## src/rtl/dmem_access_ctrl.sv

```systemverilog
// MEM-stage data-memory controller: latches a load/store and holds it on the
// memory port until mem_resp (or timeout), stalling the pipeline meanwhile.
module dmem_access_ctrl #(
    parameter int TIMEOUT = 256,
    parameter int CNT_W   = 16
) (
    input  logic             clk,
    input  logic             rst,
    input  logic             req_valid,
    input  logic [31:0]      dmem_addr,
    input  logic [3:0]       rmask,
    input  logic [3:0]       wmask,
    input  logic [31:0]      dmem_wdata,
    input  logic             pipe_adv,
    output logic [31:0]      dmem_rdata,
    output logic             dmem_stall,
    output logic             err,
    output logic [CNT_W-1:0] stall_cnt,
    output logic             mem_read,
    output logic             mem_write,
    output logic [31:0]      mem_addr,
    output logic [3:0]       mem_wmask,
    output logic [31:0]      mem_wdata,
    input  logic             mem_resp,
    input  logic [31:0]      mem_rdata
);
    localparam int TO_W = (TIMEOUT < 2) ? 1 : $clog2(TIMEOUT);
    localparam logic [TO_W-1:0] TO_LAST = TO_W'((TIMEOUT > 0) ? TIMEOUT - 1 : 0);

    typedef enum logic [1:0] {IDLE, REQ, DONE} state_t;

    typedef struct packed {
        logic [29:0] word;
        logic [3:0]  wmask;
        logic [31:0] wdata;
        logic        is_wr;
    } req_t;

    state_t          state;
    req_t            lat;
    logic [TO_W-1:0] to_cnt;
    logic            active;
    logic            timed_out;

    assign active    = req_valid & ((|rmask) | (|wmask));
    assign timed_out = (TIMEOUT != 0) && (to_cnt == TO_LAST);

    // Gated by rst so a held request cannot raise stall while in reset.
    assign dmem_stall = rst & (((state == IDLE) & active) | (state == REQ));

    assign mem_addr  = {lat.word, 2'b00};
    assign mem_wmask = lat.wmask;
    assign mem_wdata = lat.wdata;

    always_ff @(posedge clk or negedge rst) begin
        if (!rst) begin
            state      <= IDLE;
            lat        <= '0;
            to_cnt     <= '0;
            mem_read   <= 1'b0;
            mem_write  <= 1'b0;
            dmem_rdata <= '0;
            err        <= 1'b0;
        end else begin
            err <= 1'b0;
            case (state)
                IDLE: begin
                    if (active) begin
                        lat.word  <= dmem_addr[31:2];
                        lat.wmask <= wmask;
                        lat.wdata <= dmem_wdata;
                        lat.is_wr <= |wmask;
                        to_cnt    <= '0;
                        mem_read  <= ~(|wmask);
                        mem_write <= |wmask;
                        state     <= REQ;
                    end
                end
                REQ: begin
                    // A response in the final allowed cycle wins over the timeout.
                    if (mem_resp) begin
                        if (!lat.is_wr) dmem_rdata <= mem_rdata;
                        mem_read  <= 1'b0;
                        mem_write <= 1'b0;
                        state     <= DONE;
                    end else if (timed_out) begin
                        dmem_rdata <= '0;
                        err        <= 1'b1;
                        mem_read   <= 1'b0;
                        mem_write  <= 1'b0;
                        state      <= DONE;
                    end else begin
                        to_cnt <= to_cnt + 1'b1;
                    end
                end
                DONE: begin
                    if (pipe_adv) state <= IDLE;
                end
                default: state <= IDLE;
            endcase
        end
    end

    always_ff @(posedge clk or negedge rst) begin
        if (!rst)
            stall_cnt <= '0;
        else if (dmem_stall && (stall_cnt != {CNT_W{1'b1}}))
            stall_cnt <= stall_cnt + 1'b1;
    end

endmodule

```

## config.mk

```make
export PLATFORM = sky130hd
export DESIGN_NAME = dmem_access_ctrl
export DESIGN_NICKNAME = d
export VERILOG_FILES = /design/src/rtl/dmem_access_ctrl.sv
export SDC_FILE = /design/constraint.sdc
export NUM_CORES = 1
export LEC_CHECK = 0
export CORE_UTILIZATION = 39
export CTS_BUF_LIST = sky130_fd_sc_hd__clkbuf_16
export DETAILED_ROUTE_END_ITERATION = 8
export PLACE_DENSITY = 0.88
export SLEW_MARGIN = 20
export SYNTH_ARGS = -nofsm -noshare
export SYNTH_HDL_FRONTEND = slang
export SYNTH_SLANG_ARGS = --single-unit
```

## constraint.sdc

```tcl
create_clock -name clk -period 1.8 [get_ports clk]
set_input_delay 0.27 -clock clk [delete_from_list [all_inputs] [get_ports clk]]
set_output_delay 0.27 -clock clk [all_outputs]
set_load 0.005 [all_outputs]
```

==> run_results.csv <==
group,metric,value,unit
yosys,synth_area,5628,um^2
pwr,powerDensity,1589,nW/um^2
final_layout,area_delta_synth_final,49.89,%
grt,grt_pass1_wl,20090,um
yosys,yosysTopAreaCellShare,56.91,%
floorplan,fp.dieW,122.1,um
worst_setup_path,r2r_end,"mem_wdata[14]$_DFFE_PN0P_",
sta,fin_crit_sh,99.26,%
worst_setup_path,reg2reg_depth,4,
final_layout,num_antenna_cells,0,
sta,period_needed,1787,ps
worst_setup_path,crit_path_start_kind,"flip-flop",
worst_setup_path,r2r_start,"state[0]$_DFFE_PN0P_",
drt,antenna_left,0,
yosys,yosysUniqueCellTypes,43,
floorplan,die_h,122.1,um
floorplan,core_area,13990,um^2
worst_setup_path,critPathCaptureType,"flip-flop",
sta,tightest_slew,809.9,ps
worst_setup_path,crit_fanout,19,
sta,relSlewSlack,46.01,%
worst_setup_path,worstPathRequired,2080,ps
clock_network,cts_buffers,17,
clock_network,cts-root-buf,"clkbuf_16",
final_layout,final_cells,816,
placed_design,place_hpwl,9523,um
sta,rsz0062_at_grt,"yes",
floorplan,fp.dieArea,14910,um^2
hold_path,hold_path_class,"input pin to asynchronous set/reset pin",
placed_design,portBuffers,224,
run,maxCapViolCount,0,
pwr,ir_drop,0.0007459,V
grt,grt.total_usage,17.83,%
yosys,synth.avg_cell_area,13.09,um^2
sta,fmax,559.7,MHz
worst_setup_path,cp.arrival,2070,ps
grt,antenna_found_initial,1,
worst_setup_path,cp_cell_sequence,"or3b_4 > a21oi_4 > bufbuf_16 > mux2_2",
yosys,synth_area_leaders,"dfrtp_1, mux2_2, buf_4",
final_layout,post-route-util,60.30,%
drt,dr.pass1.iters,4,
yosys,synthTopCellsByCount,"dfrtp_1, buf_4, mux2_2",
final_layout,nNetsFinal,736,
yosys,synth_ff_type,"dfrtp_1",
worst_setup_path,critPathKind,"flip-flop to flip-flop",
yosys,yosys.area.top_type,"dfrtp_1",
placed_design,place_congestion,0.8069,
floorplan,rows,43,
worst_setup_path,slowest_delay,420,ps
grt,grt_remaining_overflow,0,
worst_setup_path,r2r_slack,10,ps
final_layout,fill_cells,1102,
yosys,synth-edff-count,0,
final_layout,drive_gt1_share,19.65,%
yosys,async_flop_share,100.0,%
yosys,yosysSeqAreaShare,56.91,%
clock_network,cts.sinks,128,
clock_network,path_clk_slew,50,ps
clock_network,insertion_delay,400,ps
sta,setup_viol,0,
grt,grt_start_max_net_pins,66,
floorplan,initial_core_util,40.23,%
drt,drc_errors,0,
pwr,power_leakage,3.621,nW
drt,wl_per_cell,16.23,um
drt,drt-initial-drc-count,116,
clock_network,cts_tree,"done",
yosys,synth_seq_cells,128,
grt,first_global_vias,4082,
sta,clock_skew,8.297,ps
placed_design,dpl.cell_count,779,
yosys,yosys_warnings,0,
yosys,postSynthCellCount,430,
drt,vias,3983,
floorplan,io_pins,229,
clock_network,ctsHtreeMaxLevel,4,
drt,via_per_inst,4.881,
sta,hold_viol_final,0,
drt,drt_wl_total,13240,um
sta,drv_slew,0,
yosys,synth.most_common_cell,"dfrtp_1",
worst_setup_path,cp_slowest_cell,"or3b_4",
run_status,outcome,"finished, final reports clean",
clock_network,cts_hold_buf,0,
clock_network,clock_path_buffers,2,
## metrics by stage
step           hold WS, ps  instance area [um^2]  TNS [ps]  setup slack (ps)  power, W
3_3_place_gp         470.6                  7732    -35440            -630.1  0.009779
4_1_cts              102.6                  8356    -6.186            -6.186   0.01346
3_5_place_dp         474.0                  7732    -39280            -619.4  0.009995
2_1_floorplan       -25.59                  5632         0             80.65  0.007705
6_report             79.50                  8436         0             13.24   0.01340
5_1_grt              161.6                  8436    -540.1            -40.49   0.01417
## power by group
part / internal, W / total [W] / switching, W
clock: 0.00211 / 0.00322 / 0.00111
combinational: 0.00360 / 0.00529 / 0.00169
sequential: 0.00413 / 0.00489 / 0.000759
total: 0.00984 / 0.0134 / 0.00356
## layer usage
layer  GRT usage (%)  vias up  part of all wire [%]
li1                -     1837                     -
met1           20.06     1969                    39
met2           30.44      150                    51
met3           6.180       25                   7.2
met4           7.927        2                   1.9
met5               0        -                 0.098
## critical path, delay by kind of cell (launching register included)
family / cells / cell delay, ps
AND/OR/NAND/NOR: 1 / 420
buffers and inverters: 1 / 340
multiplexers: 1 / 340
AO/OA/AOI/OAI: 1 / 180
flip-flops: 1 / 380
## placed cells by master (no fill, tap or decap), types with 3 or more instances in the layout
cell	n
xnor2_1	13
a22o_1	32
dlygate4sd2_1	8
o21ai_0	9
bufinv_16	3
clkdlybuf4s50_1	213
inv_1	8
mux2_2	48
and3_1	7
nor2_1	10
buf_4	30
buf_12	3
clkbuf_16	18
nand3_1	7
nand2_1	17
dfrtp_1	128
nand4_1	10
mux2_1	19
clkinv_1	4
nor3_1	4
## flip-flops by register name, indices dropped and copies added (netlist names)
register	flops
lat	1
dmem_rdata	32
to_cnt	8
stall_cnt	16
mem_addr	30
mem_wdata	32
state	2
mem_read	1
mem_wmask	4
mem_write	1
err	1
## worst max path at each step
stage / startpoint / end / slack, ps / cells past startpoint
6_report: state[0]$_DFFE_PN0P_ / mem_wdata[14]$_DFFE_PN0P_ / 10 / 4
5_1_grt: state[0]$_DFFE_PN0P_ / mem_wdata[6]$_DFFE_PN0P_ / -40 / 4
4_1_cts: state[1]$_DFFE_PN0P_ / dmem_stall / -6 / 4
3_5_place_dp: rmask[1] / dmem_stall / -620 / 7
3_3_place_gp: rmask[1] / dmem_stall / -630 / 7
2_1_floorplan: state[0]$_DFFE_PN0P_ / mem_wdata[23]$_DFFE_PN0P_ / 80 / 5
## logic make-up (layout without fill, tap and decap cells)
kind of cell               after synthesis  in the layout  share of synthesized area [%]
AOI/OAI and AO/OA                       58             58                          8.560
adders and majority gates                2              2                         0.4446
buffers and inverters                   90            294                          11.38
other                                    1              2                        0.06663
and+or+nand+nor                         67             68                          6.492
muxes                                   70             70                          13.96
DFF                                    128            128                          56.91
xor gates and xnor gates                14             14                          2.179
## final cells by class
class / count / area [um^2] / share of cell area (%)
inverter: 5 / 18.77 / 0.2225
multi-input combinational: 214 / 1851 / 21.94
sequential: 128 / 3203 / 37.97
clock buffer: 17 / 425.4 / 5.043
clock inverter: 13 / 132.6 / 1.572
timing repair buffer: 259 / 2580 / 30.58
tap: 180 / 225.2 / 2.670
## what timing repair did
item                                    CTS  global route
resized for setup                        16             8
setup buffers                             5             1
endpoints found under the setup margin   78            81
pin swaps                                 2             5
cloned                                    1             2
Power figures use the tool's default switching activity.
